[src/rtl/clkdiv_ctrl.sv]
// Glitch-free programmable clock divider with a req/ack ratio-change handshake.
// Ratio changes and disables land only on phase boundaries; low phases may be cut short.
module clkdiv_ctrl #(
  parameter int          CW      = 8,
  parameter int unsigned DIV_RST = 1
) (
  input  logic          clk,
  input  logic          rst,
  input  logic          en,
  input  logic          req,
  input  logic [CW-1:0] div_in,
  output logic          ack,
  output logic          busy,
  output logic [CW-1:0] cur_div,
  output logic          clk_out,
  output logic          tick
);

  typedef enum logic [1:0] {S_OFF = 2'd0, S_RUN = 2'd1, S_PEND = 2'd2} state_t;

  state_t        state_q, state_d;
  logic [CW-1:0] cnt_q, cnt_d;
  logic [CW-1:0] cur_div_q, cur_div_d;
  logic [CW-1:0] pend_div_q, pend_div_d;
  logic          clk_out_q, clk_out_d;
  logic          tick_q, tick_d;
  logic          ack_q, ack_d;
  logic          busy_q, busy_d;
  logic          stop_q, stop_d;

  logic active, at_end, fall, low_off, stop_now;

  assign active   = (state_q != S_OFF);
  assign at_end   = (cnt_q == cur_div_q);
  assign fall     = active && clk_out_q && at_end;
  assign low_off  = active && !clk_out_q && !en;
  // A disable seen anywhere in a high phase is remembered until the falling boundary.
  assign stop_now = stop_q || !en;

  always_ff @(posedge clk or negedge rst) begin
    if (!rst) begin
      state_q    <= S_OFF;
      cnt_q      <= '0;
      cur_div_q  <= CW'(DIV_RST);
      pend_div_q <= '0;
      clk_out_q  <= 1'b0;
      tick_q     <= 1'b0;
      ack_q      <= 1'b0;
      busy_q     <= 1'b0;
      stop_q     <= 1'b0;
    end else begin
      state_q    <= state_d;
      cnt_q      <= cnt_d;
      cur_div_q  <= cur_div_d;
      pend_div_q <= pend_div_d;
      clk_out_q  <= clk_out_d;
      tick_q     <= tick_d;
      ack_q      <= ack_d;
      busy_q     <= busy_d;
      stop_q     <= stop_d;
    end
  end

  always_comb begin
    state_d = state_q;
    case (state_q)
      S_RUN: begin
        if (low_off || (fall && stop_now)) state_d = S_OFF;
        else if (req)                      state_d = S_PEND;
      end
      S_PEND: begin
        if (low_off || (fall && stop_now)) state_d = S_OFF;
        else if (fall)                     state_d = S_RUN;
      end
      default: begin
        if (en) state_d = S_RUN;
      end
    endcase
  end

  always_comb begin
    cnt_d      = cnt_q;
    cur_div_d  = cur_div_q;
    pend_div_d = pend_div_q;
    clk_out_d  = clk_out_q;
    tick_d     = 1'b0;
    ack_d      = 1'b0;
    stop_d     = stop_q;
    if (!active) begin
      cnt_d     = '0;
      clk_out_d = en;
      tick_d    = en;
      if (req) begin
        cur_div_d = div_in;
        ack_d     = 1'b1;
      end
    end else begin
      if (low_off) begin
        cnt_d     = '0;
        clk_out_d = 1'b0;
      end else if (at_end) begin
        cnt_d     = '0;
        clk_out_d = !clk_out_q;
        tick_d    = !clk_out_q;
      end else begin
        cnt_d = cnt_q + CW'(1);
      end
      if (clk_out_q && !en) stop_d = 1'b1;
      if (state_q == S_PEND && state_d != S_PEND) begin
        cur_div_d = pend_div_q;
        ack_d     = 1'b1;
      end
      // A request in RUN that coincides with shutting down is applied at once.
      if (state_q == S_RUN && req && state_d == S_OFF) begin
        cur_div_d = div_in;
        ack_d     = 1'b1;
      end
      if (state_q == S_RUN && state_d == S_PEND) pend_div_d = div_in;
    end
    if (state_d == S_OFF) stop_d = 1'b0;
  end

  assign busy_d  = (state_d == S_PEND);

  assign ack     = ack_q;
  assign busy    = busy_q;
  assign cur_div = cur_div_q;
  assign clk_out = clk_out_q;
  assign tick    = tick_q;

endmodule

[config.mk]
export PLATFORM = sky130hd
export DESIGN_NAME = clkdiv_ctrl
export DESIGN_NICKNAME = d
export VERILOG_FILES = /design/src/rtl/clkdiv_ctrl.sv
export SDC_FILE = /design/constraint.sdc
export NUM_CORES = 1
export LEC_CHECK = 0
export BUFFER_PORTS_ARGS = -buffer_cell sky130_fd_sc_hd__buf_2
export CAP_MARGIN = 20
export CORE_AREA = 2 2 57 59
export CTS_BUF_LIST = sky130_fd_sc_hd__clkbuf_8
export CTS_CLUSTER_DIAMETER = 30
export DETAILED_ROUTE_END_ITERATION = 6
export DIE_AREA = 0 0 59 61
export PLACE_DENSITY = 0.81
export SLEW_MARGIN = 20
export SYNTH_ARGS = -nofsm -noshare
export SYNTH_HDL_FRONTEND = slang
export SYNTH_SLANG_ARGS = --single-unit
[constraint.sdc]
create_clock -name clk -period 3.6 [get_ports clk]
set_clock_uncertainty 0.05 [all_clocks]
set_input_delay 0.72 -clock clk [delete_from_list [all_inputs] [get_ports clk]]
set_output_delay 0.72 -clock clk [all_outputs]
set_load 0.01 [all_outputs]
; ---- Word-level counts from Yosys, hierarchy flattened
; Cells that the tools add are included.
[totals]
elab_cells = 65
output_inout_bits = 12
register_bits = 31
[op_classes]
addsub = 1
n_eq_ne = 7
reduce_logical = 22
mux = 26
[op_table]
columns = cell, n
row1 = $mux W8, 7
row2 = $mux W1, 13
row3 = $logic_and A1 B1 Y1, 10
row4 = $mux W2, 5
row5 = $add A8 B1 Y8 const B, 1
row6 = $eq A8 B8 Y1, 1
row7 = $reduce_bool A2 Y1, 4
row8 = $ne A3 B1 Y1 const B, 2
row9 = $reduce_and A2 Y1, 3
row10 = $eq A2 B2 Y1 const B, 2
row11 = $pmux W2 S2, 1
row12 = $eq A2 B1 Y1 const B, 1
row13 = $logic_not A1 Y1, 2
row14 = $logic_not A2 Y1, 1
row15 = $logic_or A1 B1 Y1, 2
row16 = $ne A2 B2 Y1 const B, 1

; ---- Longest topological paths before layout
; Gate-level depths: netlist of the first run.
[logic_depth]
ltp_word = 12
depth_mapped = 11

; ---- Worst setup path before layout of the first run
; Ideal clock, no wire load.
[synth_path]
path_type = input to register
from = input port en
to = register cur_div_q[1], in the netlist cur_div[1]
t_arrival_ns = 2.541
setup_slack_ns = 0.884
setup_time_ns = 0.125
n_path_buf = 1
path_stages = 8
path_cell_list = clkbuf_2 -> o31a_1 -> o21ai_2 -> or4_1 -> o31a_2 -> a31oi_4 -> mux2_1 -> mux2_2
[synth_via]
elab_chain_len = 10
elab_cells_between_ends = 17
cone_classes = 2 x eq/ne / 6 x mux / 9 x reduce/logical
[synth_lines]
columns = item, line_no
row1 = from (decl), 9  ; input logic en,
row2 = $logic_not A1 Y1, "36, 38"
row3 = $logic_or A1 B1 Y1, 38  ; assign stop_now = stop_q || !en;
row4 = $logic_and A1 B1 Y1, "68, 72"
row5 = $logic_or A1 B1 Y1, "68, 72"
row6 = $mux W2 (on tied branches), "72, 68"
row7 = $pmux W2 S2 *, 66  ; case (state_q)
row8 = $ne A2 B2 Y1 / $logic_not A2 Y1 (equally long branches), "109, 114"
row9 = $logic_and A1 B1 Y1 (on tied branches), "109, 114"
row10 = $ne A3 B1 Y1 (no line) / $mux W8 (equally long branches), -
row11 = $reduce_and A2 Y1 (no line) / $mux W8 (equally long branches), -
row12 = to (signal assigned), 44  ; cur_div_q <= CW'(DIV_RST);
row13 = to (signal assigned), 54  ; cur_div_q <= cur_div_d;
row14 = to (decl), 23  ; logic [CW-1:0] cur_div_q, cur_div_d;
; Every way passes the cells marked *; elsewhere a longest branch is shown, timed or not.
; A chain may end at the register's enable or synchronous reset.

; ---- Final worst setup path of the first run
[layout_path]
from = register state_q[0]
to = register pend_div_q[1]
[layout_via]
elab_chain_len = 10
elab_cells_between_ends = 18
cone_classes = 3 x eq/ne / 6 x mux / 9 x reduce/logical
[layout_lines]
columns = item, line_no
row1 = from (decl), 21  ; state_t state_q, state_d;
row2 = from (signal assigned), 52  ; state_q <= state_d;
row3 = $reduce_bool A2 Y1, 33  ; assign active = (state_q != S_OFF);
row4 = $logic_and A1 B1 Y1 (2 in series), 35  ; assign fall = active && clk_out_q && at_end;
row5 = $logic_and A1 B1 Y1, "68, 72"
row6 = $logic_or A1 B1 Y1, "68, 72"
row7 = $mux W2 (on tied branches), "72, 68"
row8 = $pmux W2 S2, 66
row9 = $eq A2 B2 Y1, 118  ; if (state_q == S_RUN && state_d == S_PEND) pend_div_d = div_in;
row10 = $logic_and A1 B1 Y1, 118
row11 = $reduce_and A2 Y1 (no line) *, -
row12 = to (signal assigned), 55  ; pend_div_q <= pend_div_d;
row13 = to (decl), 24  ; logic [CW-1:0] pend_div_q, pend_div_d;
; Marked as above.

==> metrics.md, run 1 <==
| Metric | Value |
|---|---|
| Top Ports | 24 |
| Die footprint | around 0.0036 sq mm |
| Combinational group share of total power | 0.444 |
| Seq pwr share | 0.345 |
| DP Wirelength | 2290 um |
| Sw Pwr | 0.000609 W |
| Clock-pin slew on the worst setup and hold paths | 0.07 ns |
| DR vias | 1110 |
| Routed vias/inst | 5.58 |
| Slowest cell on crit path | or4b_1 |
| Post-synth EDFFs | 0 |
| Num rows | 20 |
| Post-Syn Area per Cell | 12.0 sq um |
| DRC violations left | 0 |
| Total Wirelength | 3100 um |
| Die span in x | 59 um |
| Area of the multi-input gates | 835 sq um |
| # resized after CTS | 0 |
| First-pass GRT wire length | 5350 um |
| Cts hold-fix bufs | 0 |
| Fraction of registers with async set/reset | 1.00 |
| Post-CTS setup buffers | 0 |
| Fmax | between 0.3 and 0.4 GHz |
| Clock Power Share | 0.210 |
| Slowest Stage Delay on Critical Path | ~0.76 ns |
| Top delay family on crit path | simple AND/OR/NAND/NOR gates |
| H-tree levels | 2 |
| Synth Flop Type | dfrtp_1 |
| Layout Cells excl Fill | 199 |
| Root buffer cell | clkbuf_8 |
| Clock tree buffer depth | 2 |
| Internal | 0.00107 W |
| Overall Global Routing Usage | 0.208 |
| Synthesis-stage register bit count | 31 |
| Core Region | 0.00295 sq mm |
| Worst hold slack | 0.417 ns |
| P_leak | between 0.9 and 1 nW |
| Crit Path Category | flop to flop |
| Fin. Hold Viols | 0 |
| Clk Latency, worst-skew pair | 0.28 ns |
| Layout area overhead | 15.1% |
| Final period util | 0.856 |
| WP data arrival | between 3 and 4 ns |
| Reg2reg setup slack | slightly above 0.5 ns |
| Vias in the first global route | 1171 |
| Commonest cells after routing, fill and taps aside | 30 x dfrtp_1, 23 x buf_2, 13 x nor2_1, 9 x xnor2_1 |
| Placed Cells | 191 |
| CP Max Fanout | 10 |
| Fin nets | roughly 180 |
| Setup crit start kind | flop |
| Cts bufs inserted | 5 |
| Synthesized instance count | 138 |
| Largest net degree at the start of global routing | 32 |
| Final GP Congestion | 0.864 |
| Mapped cell area | about 0.0017 sq mm |
| Fillers | 251 |
| VDD IR max | 0.000407 V |
| Switch share | 0.363 |
| Die Y-Extent | 61 um |
| Sequential Area | 777 sq um |
| Wire per inst | about 16 um |
| DRT Pass-1 Iters | 4 |
| Synth cell types | 42 |
| Post-route ant nets | 0 |
| Non-Filler Cell Area, Final | 0.00191 sq mm |
| Pwr dens | 878 mW/mm^2 |
| Placed inst area | 0.00179 sq mm |
| CTS tree | yes |
| Ant diodes | 0 |
| Grt ovf | 0 |
| CP Capture Type | flop |
| Status | complete, no violations |
| Final Util | 0.647 |
| Tightest Pin Transition | 0.674 ns |
| Antenna violations before repair | 0 |
| Hold Path Class | input port to async pin |
| Endpoints failing setup | 0 |
| Clk sink count | 31 |
| RSZ-0062 raised after global routing | false |
| Cells along the critical path | inv_1 > ha_1 > o31a_1 > a21boi_1 > o31ai_2 > and2_1 > or4b_1 > mux2_4 |
| Max Transition Viols Final | 0 |
| Initial Util | 0.563 |
| Sequential share of the synthesized area | 0.468 |
| Worst path bufs/invs | 1 |
| Layout cell share with drive strength beyond 1 | 0.337 |
| DRT iter0 DRCs | 58 |
| Post-Syn Nets | between 150 and 200 |
| Period minus WS final | between 3 and 4 ns |
| Max Cap Violations | 0 |
| Critical Path RT | 3.72 ns |
| Max-slew headroom | 0.551 |
| Setup Total Neg Slack | 0 ns |
| Port bufs | 23 |
| Most common cell after layout, fill and taps aside | dfrtp_1 |
| Yosys warning total | 0 |
==> logic make-up (layout without fill, tap and decap cells) <==
| logic type | Yosys count | after routing | synth area share |
|---|---|---|---|
| simple gates | 36 | 36 | 0.113 |
| flops | 31 | 31 | 0.468 |
| mux | 24 | 24 | 0.181 |
| compound gates | 19 | 19 | 0.105 |
| xor+xnor | 14 | 14 | 0.0738 |
| buf+inv | 10 | 38 | 0.0301 |
| fa+ha+maj | 4 | 4 | 0.0301 |
==> through the flow <==
step / total power (W) / setup WS, ns
global route: 0.00179 / 0.364
floorplan: 0.00115 / 0.884
finish: 0.00168 / 0.517
CTS: 0.00169 / 0.523
global placement: 0.00129 / 0.704
detailed placement: 0.00133 / 0.554
==> layer usage <==
metal / track usage / vias up / share of wire
li1: - / 538 / -
met1: 0.242 / 543 / 0.45
met2: 0.367 / 24 / 0.51
met3: 0.0533 / 5 / 0.039
met4: 0.0844 / 0 / 0.0093
met5: 0 / - / 0
==> synthesized netlist by cell type (all sizes together) (2+ instances only) <==
library cell	number	share of area
nor2	13	0.029
dfrtp	30	0.45
a21boi	2	0.0090
a311o	2	0.012
nand2	5	0.011
nand4	3	0.011
mux2	24	0.18
inv	7	0.016
buf	2	0.011
xor2	5	0.026
o31a	2	0.011
o31ai	2	0.012
nand3	5	0.015
and3	2	0.0075
xnor2	9	0.047
o21ai	5	0.017
a21oi	2	0.0083
ha	4	0.030
==> area by class of cell <==
class,instances,area share
clock buffers,6,0.0432
clock inverters,2,0.0183
inverters,7,0.0137
multi-input cells,97,0.437
flip-flops and latches,31,0.406
well taps,33,0.0216
repair buffers,23,0.0602
==> power by group through the flow <==
| stage | Clock (W) | Sequential (W) | Combinational (W) |
|---|---|---|---|
| final | 0.000353 | 0.000580 | 0.000746 |
| after global routing | 0.000377 | 0.000595 | 0.000817 |
| after CTS | 0.000360 | 0.000580 | 0.000750 |
| after detailed placement | 0 | 0.000584 | 0.000747 |
| after global placement | 0 | 0.000581 | 0.000710 |
| after floorplan | 0 | 0.000589 | 0.000559 |
==> registers in the layout, indices dropped and copies added, names as in the netlist <==
register	count
tick	1
busy	1
ack	1
cnt_q	8
cur_div	8
pend_div_q	8
clk_out	1
state_q	2
stop_q	1
==> worst paths after layout <==
path,endpoint,cells after the start,startpoint
max,pend_div_q[1],8,state_q[0]
min,pend_div_q[0],1,rst
max reg2reg,pend_div_q[1],8,state_q[0]
min reg2reg,stop_q,1,stop_q
max in group asynchronous,tick,1,rst
min in group clk,stop_q,1,stop_q
==> worst register-to-register path, stage by stage, from the launching register on <==
cell and delay, ns:
dfrtp_1 0.40, inv_1 0.15, ha_1 0.41, o31a_1 0.24, a21boi_1 0.25, o31ai_2 0.13
and2_1 0.19, or4b_1 0.76, mux2_4 0.39
No activity file was read; power rests on OpenSTA's default activity.
==> run 2: changes to the inputs <==
GPL_TIMING_DRIVEN = 0   (was unset)
SKIP_CTS_REPAIR_TIMING = 1   (was unset)
SLEW_MARGIN = unset   (was 20)
==> metrics.md, run 2 (synthesis gave the netlist of run 1 again) <==
| Metric | Value |
|---|---|
| Worst r2r src | state_q[0] |
| DR vias | 1160 |
| Commonest cells after routing, fill and taps aside | 30 x dfrtp_1, 22 x buf_2, 13 x nor2_1, 9 x inv_1, 9 x xnor2_1 |
| DRT Pass-1 Iters | 4 |
| Max Cap Violations | 0 |
| Max-slew headroom | 0.557 |
| FF-to-FF End | cur_div[1] |
| DRC violations left | 0 |
| Die span in x | just under 60 um |
| First-pass GRT wire length | 5320 um |
| Switch share | 0.381 |
| Die Y-Extent | around 61 um |
| Tightest Pin Transition | ~0.67 ns |
| Sw Pwr | 0.000606 W |
| Grt ovf | 0 |
| Routed vias/inst | between 5 and 6 |
| Cells along the critical path | inv_1 > ha_1 > buf_6 > o31a_1 > o21ai_2 > or4_1 > o31a_2 > a31oi_4 > mux2_1 > mux2_2 |
| Top Ports | 24 |
| Root buffer cell | clkbuf_8 |
| Overall Global Routing Usage | 0.207 |
| VDD IR max | 0.000441 V |
| Fin nets | 183 |
| Slowest Stage Delay on Critical Path | 0.47 ns |
| P_leak | between 0.9 and 1 nW |
| Endpoints failing setup | 0 |
| CP Max Fanout | 10 |
| RSZ-0062 raised after global routing | false |
| Antenna violations before repair | 0 |
| Core Region | 0.00295 sq mm |
| Final GP Congestion | 0.856 |
| Critical Path RT | 3.71 ns |
| CP Capture Type | flop |
| Period minus WS final | 2.90 ns |
| Pwr dens | 842 mW/mm^2 |
| Initial Util | 0.563 |
| Clock tree buffer depth | 2 |
| CTS tree | yes |
| Vias in the first global route | 1159 |
| Most common cell after layout, fill and taps aside | dfrtp_1 |
| Internal | a little under 0.001 W |
| DP Wirelength | 2340 um |
| Clk Latency, worst-skew pair | 0.28 ns |
| Fmax | 0.345 GHz |
| Wire per inst | 16.0 um |
| Hold Path Class | input port to async pin |
| H-tree levels | 2 |
| Status | complete, no violations |
| Layout area overhead | 13.9% |
| Post-route ant nets | 0 |
| Reg2reg setup slack | 0.70 ns |
| Fillers | 238 |
| Final Util | 0.641 |
| Setup Total Neg Slack | 0 ns |
| DRT iter0 DRCs | 75 |
| Clock Power Share | 0.156 |
| Largest net degree at the start of global routing | 32 |
| Layout cell share with drive strength beyond 1 | 0.327 |
| Seq pwr share | 0.365 |
| Final period util | 0.805 |
| Port bufs | 22 |
| Crit Path Category | flop to flop |
| Clock-pin slew on the worst setup and hold paths | around 0.060 ns |
| Max Transition Viols Final | 0 |
| Worst Reg-to-Reg Cells | 10 |
| Clk sink count | 31 |
| Cts bufs inserted | 5 |
| Combinational group share of total power | 0.479 |
| Num rows | 20 |
| WP data arrival | around 3 ns |
| Slowest cell on crit path | or4_1 |
| Total Wirelength | 3210 um |
| Ant diodes | 0 |
| Fin. Hold Viols | 0 |
| Die footprint | about 0.0036 sq mm |
| Setup crit start kind | flop |
run 2: changes by cell type in the layout (fill, tap and decap cells not counted):
| cell | before | now |
|---|---|---|
| buf_2 | 23 | 22 |
| buf_4 | 0 | 1 |
| buf_6 | 0 | 1 |
| bufinv_16 | 1 | 0 |
| clkbuf_2 | 0 | 1 |
| clkbuf_8 | 6 | 5 |
| clkinv_2 | 1 | 0 |
| inv_1 | 6 | 9 |
run 2: per-layer routing:
layer	wire, um	GRT usage	vias to the layer above
li1	-	-	548
met1	1400	0.249	579
met2	1610	0.340	24
met3	125	0.0725	9
met4	77	0.0909	0
met5	0	0	-
run 2: final cells by class:
type                       instances  area [sq um]  area share
buffer                             3          23.8      0.0126
clock buffer                       5          68.8      0.0364
clock inverter                     3          11.3     0.00595
inverter                           7          26.3      0.0139
multi-input combinational         97           835       0.441
sequential                        31           777       0.410
tap                               33          41.3      0.0218
timing repair buffer              22           110      0.0582
run 2: worst max-delay path, delay by kind of cell (launching register included):
kind                       cells  cell delay, ns
and+or+nand+nor                1            0.47
adders and majority gates      1            0.19
buffers and inverters          2            0.30
DFF                            1            0.39
AOI/OAI and AO/OA              4            0.72
muxes                          2            0.66
run 2: worst max-delay path by stage:
stage,start,end,slack [ns],cells after the start
floorplan,en,cur_div[1],0.88,8
global placement,req,cur_div[3],0.70,8
detailed placement,req,cur_div[6],0.67,8
CTS,state_q[0],cur_div[1],0.70,10
global route,state_q[0],cur_div[1],0.60,10
finish,state_q[0],cur_div[1],0.70,10
run 2: power by group through the flow:
stage / combinational [W] / clock, W / sequential, W
after floorplan: 0.000559 / 0 / 0.000589
after global placement: 0.000728 / 0 / 0.000578
after detailed placement: 0.000765 / 0 / 0.000586
after CTS: 0.000772 / 0.000258 / 0.000581
after global routing: 0.000837 / 0.000273 / 0.000595
final: 0.000764 / 0.000249 / 0.000581
run 2: through the flow:
stage	power (W)	worst slack (ns)	cell area, sq um	instances	hold slack [ns]
after floorplan	0.00115	0.884	1660	138	0.374
after global placement	0.00131	0.704	1810	193	0.427
after detailed placement	0.00135	0.669	1810	193	0.430
after CTS	0.00161	0.696	1890	201	0.434
after global routing	0.00170	0.598	1890	201	0.470
final	0.00159	0.701	1890	201	0.419
==> run 3: changes to the inputs <==
clock period = 2.83 ns   (was 3.6 ns; I/O delays follow)
==> metrics.md, run 3 (synthesis gave the netlist of run 1 again) <==
| Metric | Value |
|---|---|
| Initial Util | 0.563 |
| Crit Path Category | flop to flop |
| Sw Pwr | 0.000829 W |
| Grt ovf | 0 |
| Final period util | 0.983 |
| CP Max Fanout | 8 |
| Fillers | 223 |
| Wire per inst | 16.2 um |
| WP data arrival | 2.89 ns |
| Clock-pin slew on the worst setup and hold paths | 0.06 ns |
| Layout area overhead | 21.2% |
| Port bufs | 22 |
| Post-place setup slack | -0.0286 ns |
| Routed vias/inst | 5.71 |
| Top sig layer | met4 |
| Hold Path Class | input port to async pin |
| FF-to-FF End | cur_div[1] |
| Slowest cell on crit path | or4_1 |
| Overall Global Routing Usage | 0.207 |
| Combinational group share of total power | 0.523 |
| Clock tree buffer depth | 2 |
| Die footprint | 0.00360 sq mm |
| Switch share | 0.371 |
| Die Y-Extent | roughly 60 um |
| Setup crit start kind | flop |
| Met1 Routed Length | 1470 um |
| Placed inst area | 0.00181 sq mm |
| DP Wirelength | 2340 um |
| Seq pwr share | 0.334 |
| Antenna violations before repair | 0 |
| Cts bufs inserted | 5 |
| H-tree levels | 2 |
| Tightest Pin Transition | 0.663 ns |
| WL met2 | roughly 1700 um |
| Worst path bufs/invs | 2 |
| DR vias | 1194 |
| Num rows | 20 |
| Worst Reg-to-Reg Cells | 10 |
| Clk sink count | 31 |
| Clk Latency, worst-skew pair | 0.28 ns |
| Max Cap Violations | 0 |
| Largest net degree at the start of global routing | 32 |
| DRC violations left | 0 |
| Critical Path RT | 2.94 ns |
| Core Region | 0.00295 sq mm |
| Status | complete, no violations |
| Endpoints failing setup | 0 |
| Fmax | 0.359 GHz |
| Top Ports | 24 |
| Max-slew headroom | 0.558 |
| CP Capture Type | flop |
| Total power | 0.00223 W |
| Fin. Hold Viols | 0 |
| Worst hold slack | 0.264 ns |
| Internal | roughly 0.0014 W |
| Period minus WS final | 2.78 ns |
| Root buffer cell | clkbuf_8 |
| Slowest Stage Delay on Critical Path | 0.49 ns |
| CTS tree | yes |
| Most common cell after layout, fill and taps aside | dfrtp_1 |
| Vias in the first global route | approximately 1200 |
| Commonest cells after routing, fill and taps aside | 30 x dfrtp_1, 22 x buf_2, 13 x nor2_1, 12 x mux2_4, 9 x xnor2_1 |
| VDD IR max | 0.000580 V |
| First-pass GRT wire length | 5320 um |
| Setup Total Neg Slack | 0 ns |
| Routed wl met3 | 130 um |
| Total Wirelength | 3380 um |
| PnR worst setup slack | 0.0479 ns |
| Max Transition Viols Final | 0 |
| Post-route ant nets | 0 |
| Reg2reg setup slack | approximately 0.048 ns |
| DRT Pass-1 Iters | 4 |
| RSZ-0062 raised after global routing | true |
| Cells along the critical path | inv_2 > ha_4 > o31a_1 > o21ai_2 > or4_1 > o31a_4 > a31oi_4 > buf_12 > mux2_4 > mux2_2 |
| Fin nets | between 150 and 200 |
| Non-Filler Cell Area, Final | slightly above 0.002 sq mm |
| Worst r2r src | state_q[0] |
| DRT iter0 DRCs | just under 100 |
| Pwr dens | between 1000 and 1500 mW/mm^2 |
| P_leak | between 0.9 and 1 nW |
| Layout cell share with drive strength beyond 1 | 0.409 |
| Clock Power Share | 0.143 |
| Final GP Congestion | approximately 0.86 |
| Die span in x | 59 um |
| Top delay family on crit path | compound AO/OA/AOI/OAI gates |
| Ant diodes | 0 |
-- run 3: cell types whose count changed in the layout (fill, tap and decap cells not counted), moves of 2 or more --
cell | before | now
ha_1 | 4 | 2
inv_2 | 1 | 3
ha_4 | 0 | 2
inv_1 | 9 | 7
buf_4 | 1 | 8
mux2_4 | 8 | 12
mux2_1 | 8 | 4
-- run 3: how the worst max path moves through the flow --
stage                          start             to  slack, ns  cells past startpoint
final                     state_q[0]     cur_div[1]       0.05                     10
after floorplan           state_q[0]     cur_div[1]       0.22                     10
after CTS                 state_q[0]     cur_div[1]      -0.07                     10
after global placement    state_q[0]     cur_div[3]       0.04                     10
after detailed placement  state_q[0]     cur_div[6]      -0.03                     10
after global routing      state_q[0]  pend_div_q[6]      -0.03                     10
-- run 3: through the flow --
stage / util / instances
floorplan: - / 138
global placement: 0.614 / 193
detailed placement: 0.614 / 193
CTS: 0.641 / 201
global route: 0.682 / 209
finish: 0.682 / 209
-- run 3: final cells by class --
class | instances | area [sq um] | area share
sequential | 31 | 777 | 0.386
inverter | 7 | 26.3 | 0.0130
buffer | 3 | 23.8 | 0.0118
clock inverter | 3 | 11.3 | 0.00559
multi-input combinational | 97 | 883 | 0.439
clock buffer | 5 | 68.8 | 0.0342
tap | 33 | 41.3 | 0.0205
timing repair buffer | 30 | 183 | 0.0907
-- run 3: power by group through the flow --
stage	logic [W]	registers, W	clock network, W
after floorplan	0.000711	0.000750	0
after detailed placement	0.000973	0.000745	0
final	0.00117	0.000746	0.000319
after global placement	0.000926	0.000735	0
after global routing	0.00126	0.000762	0.000347
after CTS	0.000982	0.000739	0.000328
-- run 3: per-layer routing --
metal / track usage / vias up
met4: 0.0909 / 0
met2: 0.340 / 26
met1: 0.249 / 601
li1: - / 558
met3: 0.0725 / 9
met5: 0 / -
